**src/rtl/pwm_ramp_sequencer_pkg.sv**
```systemverilog
// Shared types and helpers for the PWM soft-start / soft-reverse sequencer.
package pwm_ramp_sequencer_pkg;

    typedef enum logic [1:0] {
        IDLE  = 2'd0,
        RAMP  = 2'd1,
        BRAKE = 2'd2,
        DWELL = 2'd3
    } ramp_state_t;

    // Magnitude of a sign-extended two's complement value, limited to the
    // largest positive value of a width-bit word (so -2^(width-1) maps to
    // 2^(width-1)-1).
    function automatic logic [31:0] sat_mag(input logic signed [31:0] value, input int width);
        logic [31:0] lim;
        logic [31:0] mag;
        lim = (32'd1 << (width - 1)) - 32'd1;
        mag = value[31] ? 32'(-value) : 32'(value);
        return (mag > lim) ? lim : mag;
    endfunction

endpackage

```
**src/rtl/pwm_ramp_sequencer_synch_tick.sv**
```systemverilog
// Synch rising-edge detector plus StepPeriods prescaler.
// edge_o pulses on every Synch rising edge; tick_o only on every StepPeriods-th.
module pwm_ramp_sequencer_synch_tick #(
    parameter int StepPeriods = 1
) (
    input  logic clk,
    input  logic rst,
    input  logic synch,
    output logic edge_o,
    output logic tick_o
);
    localparam int PW = (StepPeriods > 1) ? $clog2(StepPeriods) : 1;

    logic          synch_q, synch_d;
    logic [PW-1:0] presc_q, presc_d;
    logic          presc_wrap;

    // Edge detect against the registered Synch and advance the prescaler per edge.
    always_comb begin
        synch_d    = synch;
        edge_o     = synch & ~synch_q;
        presc_wrap = (presc_q == PW'(StepPeriods - 1));
        tick_o     = edge_o & presc_wrap;
        presc_d    = presc_q;
        if (edge_o) begin
            presc_d = presc_wrap ? '0 : presc_q + PW'(1);
        end
    end

    // Synch history and prescaler state.
    always_ff @(posedge clk or posedge rst) begin
        if (rst) begin
            synch_q <= 1'b0;
            presc_q <= '0;
        end else begin
            synch_q <= synch_d;
            presc_q <= presc_d;
        end
    end

endmodule

```
**src/rtl/pwm_ramp_sequencer.sv**
```systemverilog
// Soft-start / soft-reverse duty sequencer between the data generator and the
// PWM generator. Slews Data_Out toward the effective target once per qualified
// PWM period and sequences sign changes as brake -> dwell at zero -> ramp.
// Optional feature: define RAMP_ESTOP_EN to add the Estop input (immediate
// zero, then a normal dwell before ramping again).
module pwm_ramp_sequencer
    import pwm_ramp_sequencer_pkg::*;
#(
    parameter int Size         = 10,
    parameter int Step         = 8,
    parameter int StepPeriods  = 1,
    parameter int DwellPeriods = 4
) (
    input  logic                   Clock,
    input  logic                   Reset,
    input  logic                   Enable,
    input  logic signed [Size-1:0] Target,
    input  logic                   Synch,
`ifdef RAMP_ESTOP_EN
    input  logic                   Estop,
`endif
    output logic signed [Size-1:0] Data_Out,
    output logic                   AtTarget,
    output logic                   Reversing,
    output logic                   Busy
);
    localparam int CW = (DwellPeriods > 0) ? $clog2(DwellPeriods + 1) : 1;
    localparam logic [Size-1:0] STEP_M = Size'(Step);

    ramp_state_t              state_q, state_d;
    logic signed [Size-1:0]   data_q, data_d;
    logic                     at_q, at_d;
    logic                     rev_q, rev_d;
    logic                     busy_q, busy_d;
    logic [CW-1:0]            cnt_q, cnt_d;

    logic                     edge_w, tick_w;
    logic signed [Size-1:0]   t_eff, t_cl, new_data;
    logic [Size-1:0]          t_mag, d_mag, new_mag;
    logic [Size:0]            sum;
    logic                     t_neg, d_neg, new_neg, mismatch;

    pwm_ramp_sequencer_synch_tick #(
        .StepPeriods(StepPeriods)
    ) u_synch_tick (
        .clk    (Clock),
        .rst    (Reset),
        .synch  (Synch),
        .edge_o (edge_w),
        .tick_o (tick_w)
    );

    // Magnitude datapath: candidate next Data_Out for a qualified tick.
    always_comb begin
        t_eff    = Enable ? Target : '0;
        t_mag    = Size'(sat_mag(32'(t_eff), Size));
        t_neg    = t_eff[Size-1];
        t_cl     = t_neg ? -$signed(t_mag) : $signed(t_mag);
        d_mag    = Size'(sat_mag(32'(data_q), Size));
        d_neg    = data_q[Size-1];
        mismatch = (d_mag != '0) && (t_mag != '0) && (d_neg != t_neg);
        sum      = {1'b0, d_mag} + {1'b0, STEP_M};
        new_mag  = d_mag;
        new_neg  = d_neg;
        if (mismatch) begin
            // Braking toward zero before the direction may change.
            new_mag = (d_mag > STEP_M) ? d_mag - STEP_M : '0;
        end else if (d_mag < t_mag) begin
            // Growing; from zero the new sign is taken from the target.
            new_mag = (sum > {1'b0, t_mag}) ? t_mag : sum[Size-1:0];
            new_neg = t_neg;
        end else if (d_mag > t_mag) begin
            new_mag = ((d_mag - t_mag) > STEP_M) ? d_mag - STEP_M : t_mag;
        end
        new_data = new_neg ? -$signed(new_mag) : $signed(new_mag);
    end

    // Sequencing FSM next-state and registered status outputs.
    always_comb begin
        state_d = state_q;
        data_d  = data_q;
        cnt_d   = cnt_q;
`ifdef RAMP_ESTOP_EN
        if (Estop) begin
            state_d = DWELL;
            data_d  = '0;
            cnt_d   = '0;
        end else
`endif
        if (state_q == DWELL) begin
            if (DwellPeriods == 0) begin
                state_d = (t_mag != '0) ? RAMP : IDLE;
            end else if (edge_w) begin
                if ((cnt_q + CW'(1)) == CW'(DwellPeriods)) begin
                    state_d = (t_mag != '0) ? RAMP : IDLE;
                    cnt_d   = '0;
                end else begin
                    cnt_d = cnt_q + CW'(1);
                end
            end
        end else if (tick_w) begin
            data_d = new_data;
            if (mismatch) begin
                cnt_d = '0;
                if (new_mag != '0) begin
                    state_d = BRAKE;
                end else begin
                    state_d = (DwellPeriods == 0) ? RAMP : DWELL;
                end
            end else begin
                state_d = ((new_mag == '0) && (t_mag == '0)) ? IDLE : RAMP;
            end
        end
        at_d   = (data_d == t_cl);
        rev_d  = (state_d == BRAKE) || (state_d == DWELL);
        busy_d = (state_d != IDLE);
    end

    // State, duty and status registers.
    always_ff @(posedge Clock or posedge Reset) begin
        if (Reset) begin
            state_q <= IDLE;
            data_q  <= '0;
            at_q    <= 1'b1;
            rev_q   <= 1'b0;
            busy_q  <= 1'b0;
            cnt_q   <= '0;
        end else begin
            state_q <= state_d;
            data_q  <= data_d;
            at_q    <= at_d;
            rev_q   <= rev_d;
            busy_q  <= busy_d;
            cnt_q   <= cnt_d;
        end
    end

    assign Data_Out  = data_q;
    assign AtTarget  = at_q;
    assign Reversing = rev_q;
    assign Busy      = busy_q;

endmodule

```
**config.mk**
```make
export PLATFORM = sky130hd
export DESIGN_NAME = pwm_ramp_sequencer
export DESIGN_NICKNAME = d
export VERILOG_FILES = /design/src/rtl/pwm_ramp_sequencer_pkg.sv /design/src/rtl/pwm_ramp_sequencer_synch_tick.sv /design/src/rtl/pwm_ramp_sequencer.sv
export SDC_FILE = /design/constraint.sdc
export NUM_CORES = 1
export LEC_CHECK = 0
export ABC_AREA = 1
export CAP_MARGIN = 10
export CORE_AREA = 2 2 88 90
export CTS_BUF_LIST = sky130_fd_sc_hd__clkbuf_4 sky130_fd_sc_hd__clkbuf_8 sky130_fd_sc_hd__clkbuf_16
export DETAILED_ROUTE_END_ITERATION = 8
export DIE_AREA = 0 0 90 92
export PLACE_DENSITY = 0.76
export SLEW_MARGIN = 20
export SYNTH_ARGS = -nofsm -noshare
export SYNTH_HDL_FRONTEND = slang
export SYNTH_SLANG_ARGS = --single-unit
```
**constraint.sdc**
```tcl
create_clock -name Clock -period 5 [get_ports Clock]
set_input_delay 1.25 -clock Clock [delete_from_list [all_inputs] [get_ports Clock]]
set_output_delay 1.25 -clock Clock [all_outputs]
set_load 0.005 [all_outputs]
```
---- After elaboration in Yosys (flattened, before gate mapping) ----
Index checks and enable logic that the tools add are counted.
storage, ports and cells
  register bits after elaboration ......... 20
  input bits .............................. 14
  output and inout port bits .............. 13
  word-level logic and storage cells ...... 79
operators by class
  add/sub/neg operators ................... 9
  $lt $le $gt $ge ......................... 7
  equality and inequality tests ........... 7
  muxes and demuxes ....................... 31
  bitwise logic cells ..................... 4
  reduce and logical (&&, ||, !) cells .... 13
operator list
  kind                                                            number
  two-way mux 10 bit                                              13
  greater-than comparator 32 x 9 -> 1 bit, second input constant  2
  two-way mux 32 bit                                              2
  negator 10 -> 32 bit                                            2
  nonzero test 10 bit                                             3
  greater-than comparator 10 x 4 -> 1 bit, second input constant  2
  zero test 10 bit                                                2
  negator 10 bit                                                  2
  two-way mux 3 bit                                               5
  adder 10 x 4 -> 11 bit, second input constant                   1
  greater-than comparator 11 x 10 -> 1 bit                        1
  == test 10 bit                                                  1
  greater-than comparator 10 bit                                  1
  < comparator 10 bit                                             1
  two-way mux 2 bit                                               5
  subtractor 10 bit                                               1
  subtractor 10 x 4 -> 10 bit, second input constant              1
  == test 2 bit, second input constant                            3
  two-way mux 1 bit                                               6
  nonzero test 2 bit                                              3
  adder 3 x 1 -> 3 bit, second input constant                     1
  == test 3 bit, second input constant                            1
  logical AND 1 bit                                               3
  AND reduction 3 bit                                             1
  6 further kinds                                                 8

---- Depth between registers and ports, before layout ----
  depth in word-level cells ............... 19
  depth in mapped cells ................... 40
  mapped depth without buffers ............ 39

---- By module ----
A second synthesis with hierarchy kept.
unflattened totals
  cells, all modules ...................... 681
  area, all modules ....................... 4016.4 sq um
by module, submodules not included
  module                         times used  cells each  area an instance (sq um)  sequential area each (sq um)
  pwm_ramp_sequencer             1           676         3970.1                    451.7
  pwm_ramp_sequencer_synch_tick  1           5           46.3                      25.0

---- Worst setup path before layout ----
No wires, ideal clock.
  path type ............................... in2reg
  from .................................... input port Enable
  to ...................................... register at_q (netlist: AtTarget)
  library setup time ...................... 64 ps
  arrival ................................. 5054 ps
  required time ........................... 4936 ps
  slack ................................... -118 ps
  stages on the path ...................... 31
  buffers on the path ..................... 2
  cell sequence ........................... buf_6 -> nand2_4 -> ha_1 -> nand3_1 -> nor2_1 -> nand2_1 -> o311ai_1 -> nor2_1 -> nor2_1 -> ha_1 -> nand2_1 -> inv_1 -> a221oi_1 -> o21ai_2 -> buf_6 -> inv_4 -> nand3_2 -> o21ai_1 -> a21oi_2 -> a21oi_2 -> ha_1 -> nor2_1 -> nor2_1 -> nand2_1 -> o21ai_2 -> xnor2_1 -> nor2_1 -> nand3_1 -> nor2_1 -> nand3_1 -> nor2_2
on the way
  longest elaborated chain between the ends .. 16
  elaborated cells between the ends (all ways) .. 28
  those cells by class .................... add/sub: 4; order compare: 5; eq/ne: 2; mux: 14; reduce/logical: 3
RTL lines
  item                                     RTL line                      source
  start: declaration                       pwm_ramp_sequencer.sv:16      input logic Enable,
  two-way mux 10 bit *                     pwm_ramp_sequencer.sv:55      t_eff = Enable ? Target : '0;
  negator 10 -> 32 bit                     pwm_ramp_sequencer_pkg.sv:18  mag = value[31] ? 32'(-value) : 32'(value);
  two-way mux 32 bit                       pwm_ramp_sequencer_pkg.sv:18
  greater-than comparator 32 x 9 -> 1 bit  pwm_ramp_sequencer_pkg.sv:19  return (mag > lim) ? lim : mag;
  two-way mux 10 bit                       pwm_ramp_sequencer_pkg.sv:19
  subtractor 10 bit                        pwm_ramp_sequencer.sv:73      new_mag = ((d_mag - t_mag) > STEP_M) ? d_mag - STEP_M : t_mag;
  greater-than comparator 10 x 4 -> 1 bit  pwm_ramp_sequencer.sv:73
  two-way mux 10 bit                       pwm_ramp_sequencer.sv:73
  [2 not listed]                           --
  two-way mux 10 bit                       pwm_ramp_sequencer.sv:65      if (mismatch) begin
  negator 10 bit                           pwm_ramp_sequencer.sv:75      new_data = new_neg ? -$signed(new_mag) : $signed(new_mag);
  two-way mux 10 bit *                     pwm_ramp_sequencer.sv:75
  two-way mux 10 bit *                     pwm_ramp_sequencer.sv:101     end else if (tick_w) begin
  two-way mux 10 bit *                     pwm_ramp_sequencer.sv:90      if (state_q == DWELL) begin
  named net data_d[1]                      pwm_ramp_sequencer.sv:31      logic signed [Size-1:0] data_q, data_d;
  == test 10 bit *                         pwm_ramp_sequencer.sv:114     at_d = (data_d == t_cl);
  named net at_d                           pwm_ramp_sequencer.sv:32      logic at_q, at_d;
  end signal: assignment                   pwm_ramp_sequencer.sv:131     at_q <= at_d;
  end: declaration                         pwm_ramp_sequencer.sv:32
Mark *: on every way through the listed nets, which the timed path passes. The rest lies on a longest branch.
A chain may end at the register's enable or synchronous reset.

---- Worst setup path in the final report ----
  from .................................... input port Enable
  to ...................................... register at_q (netlist: AtTarget)
on the way
  longest elaborated chain between the ends .. 16
  elaborated cells between the ends (all ways) .. 28
  those cells by class .................... add/sub: 4; order compare: 5; eq/ne: 2; mux: 14; reduce/logical: 3
RTL lines
  item                                     RTL line                      source
  two-way mux 10 bit *                     pwm_ramp_sequencer.sv:55
  negator 10 -> 32 bit                     pwm_ramp_sequencer_pkg.sv:18
  two-way mux 32 bit                       pwm_ramp_sequencer_pkg.sv:18
  greater-than comparator 32 x 9 -> 1 bit  pwm_ramp_sequencer_pkg.sv:19
  two-way mux 10 bit                       pwm_ramp_sequencer_pkg.sv:19
  subtractor 10 bit                        pwm_ramp_sequencer.sv:73
  greater-than comparator 10 x 4 -> 1 bit  pwm_ramp_sequencer.sv:73
  two-way mux 10 bit                       pwm_ramp_sequencer.sv:73
  two-way mux 10 bit                       pwm_ramp_sequencer.sv:72      end else if (d_mag > t_mag) begin
  two-way mux 10 bit                       pwm_ramp_sequencer.sv:68      end else if (d_mag < t_mag) begin
  two-way mux 10 bit                       pwm_ramp_sequencer.sv:65
  negator 10 bit                           pwm_ramp_sequencer.sv:75
  two-way mux 10 bit                       pwm_ramp_sequencer.sv:75
  two-way mux 10 bit                       pwm_ramp_sequencer.sv:101
  two-way mux 10 bit                       pwm_ramp_sequencer.sv:90
  == test 10 bit *                         pwm_ramp_sequencer.sv:114
  named net at_d                           pwm_ramp_sequencer.sv:32
Marks and branches as above.

==> run metrics <==
status=completed; row cnt=32; Final nets=883; post-route ant nets=0; synthesized area per cell=5.70 um^2; Antenna diodes=0; CTS tree=yes; CP dominant cell by count=nand2_1; Initial DRT Pass Iterations=7; #FFs+latches synth=19; maximum VDD drop=0.000665 V; vias per cell=5.63; Post-synth top cells=nand2_1, inv_1, nor2_1; number of flops mapped to enable cells by yosys=0; DRT iter0 DRCs=469; Max Clock Skew=9.54 ps; gpl congestion=0.996; Crit Reg-Reg Endpoint=AtTarget; Final Cell Area=5870 um^2; Worst EP arrival=5200 ps; FF+latch area=477 um^2; DPL Wire Length=10700 um; DIE AREA=8280 um^2; Max Fclk=0.200 GHz; Final WS setup=3.10 ps; maxcap violations=0; Synth area leaders=nand2_1, dfrtp_1, inv_1; DR WL/cell=15.8 um; CP endpoint=AtTarget; crit-path max cell delay=280 ps; worst hold path type=reg2reg; register area share after synthesis=12.1%; slew margin rel.=52.9%; DRC=0; placed cell areas=5180 um^2; pre-CTS setup slack=-787 ps; crit share post-route=99.9%; Highest Signal Layer=met4; critical path endpoint category=flop; Ys Warns=0; Crit Path Category=in2reg; Core Area=7450 um^2; Worst Max-Slew Pin Slew=706 ps; endpoints failing setup=0; CP max stage cell=o311ai_4; Setup crit start kind=primary input; H-tree depth=1; cell taking the most area after synthesis=nand2_1; initial antenna violation count=0; Die Ht=92 um; post-layout min period=5000 ps; Multi-input gate area=3420 um^2; top-count cell post-synth=nand2_1; Initial Util=52.8%; RSZ-0062 raised after global routing=yes; Static Leakage=0.00318 uW; total gr overflow=0; Power Density=805 nW/um^2; asr flop ratio synth=100%; I/O Buffers=26; largest net degree at the start of global routing=20; I/O pins=27; Yosys cell types=44; Synth Flop Type=dfrtp_1; met3 routed WL=969 um; total power=4720 uW; cts hold-fix bufs=0; Core Util, Final=78.8%; Hold Vio Cnt, Final=0; clock latency on the worst-skew pair=270 ps; maximum root-to-sink buffer count=2; reg2reg path depth=36; worst-path fanout max=5; Worst-path clk slew=80 ps; RR Startpoint=Data_Out[0]; routed vias=5333; reg2reg setup slack=180 ps; CTS root buf=clkbuf_8; vias in the first global route=4722; final hold slack=525 ps; share of the synthesized area in the top cell type=19.9%; met2 wire length=7470 um; Area Growth Syn to Fin=49.2%; Crit. Startpoint=Enable; CTS Buf Count=3; Pins Over Slew Limit=0; global-route wire length before repair=21000 um; Met1 Wirelength=5670 um; Required @ worst endpoint=5200 ps; Fill cells=542; Post-Syn Area=3930 um^2; Synth Instances=690; clk sinks=19; die width=90 um; Post-Route WL=14900 um; GRT Util Overall=30.8%; layout cells sized above 1=38.3%
[worst max-delay path: cells and delay by family]
kind / cells / cell delay, ps
simple gates: 21 / 1770
compound gates: 3 / 730
buf+inv: 8 / 970
xor+xnor: 1 / 140
fa+ha+maj: 2 / 340
[routing by layer]
| metal | track usage, % | vias up |
|---|---|---|
| met5 | 0 | - |
| met4 | 13.7 | 0 |
| met3 | 2.63 | 72 |
| met2 | 57.3 | 303 |
| met1 | 35.8 | 2449 |
| li1 | - | 2509 |
[sequential cells by signal (all words and copies together), names as in the netlist]
register	cells
Data_Out	10
cnt_q	3
Busy	1
u_synch_tick.synch_q	1
AtTarget	1
Reversing	1
state_q	2
[cells in the final DEF, fill, tap and decap left out, types with 9 or more instances in the layout]
master / instances
nand2_2: 53
nor2_2: 16
nand2_1: 175
a21oi_1: 19
o21ai_0: 14
xor2_1: 15
clkdlybuf4s50_1: 15
dfrtp_1: 18
nand3_2: 13
buf_6: 12
nand2_4: 11
nand4_1: 16
inv_2: 21
nor2_4: 11
ha_1: 12
inv_1: 88
o21ai_2: 9
nor2_1: 57
buf_4: 125
nand3_1: 52
[cell type report]
| cell class | instances | area share [%] |
|---|---|---|
| inverter | 113 | 7.31 |
| multi-input combinational | 547 | 58.2 |
| clock buffer | 3 | 0.704 |
| sequential | 19 | 8.12 |
| timing repair buffer | 163 | 23.3 |
| clock inverter | 1 | 0.128 |
| tap | 102 | 2.17 |
[through the flow]
step | setup TNS (ps) | instances
4_1_cts | -755 | 935
3_5_place_dp | -6300 | 930
2_1_floorplan | 0 | 691
5_1_grt | -719 | 948
6_report | 0 | 948
3_3_place_gp | -4490 | 930
[kinds of logic after synthesis]
family	synth area share (%)
fa+ha+maj	7.00
other cells	0.191
flops	12.1
compound gates	10.8
simple gates	52.6
xor+xnor	4.01
buf+inv	13.4
[power by group]
group	total [uW]	switching, uW	internal (uW)
clock network	113	57.0	56.4
logic	4320	2500	1820
registers	289	68.5	220
total	4720	2620	2100
[worst min path at each step]
stage / startpoint / slack, ps / end / depth (start not counted)
2_1_floorplan: cnt_q[0] / 480 / cnt_q[0] / 1
3_3_place_gp: cnt_q[0] / 500 / cnt_q[0] / 1
3_5_place_dp: cnt_q[0] / 510 / cnt_q[0] / 1
4_1_cts: cnt_q[0] / 530 / cnt_q[0] / 1
5_1_grt: cnt_q[0] / 560 / cnt_q[0] / 1
6_report: cnt_q[0] / 520 / cnt_q[0] / 1
[what timing repair did]
item	4_1_cts	5_1_grt
setup endpoints to repair	12	12
buffers inserted	1	14
pin swaps	4	81
hold endpoints to repair	0	0
gates resized for setup	12	142
(Power assumes the default switching activity.)
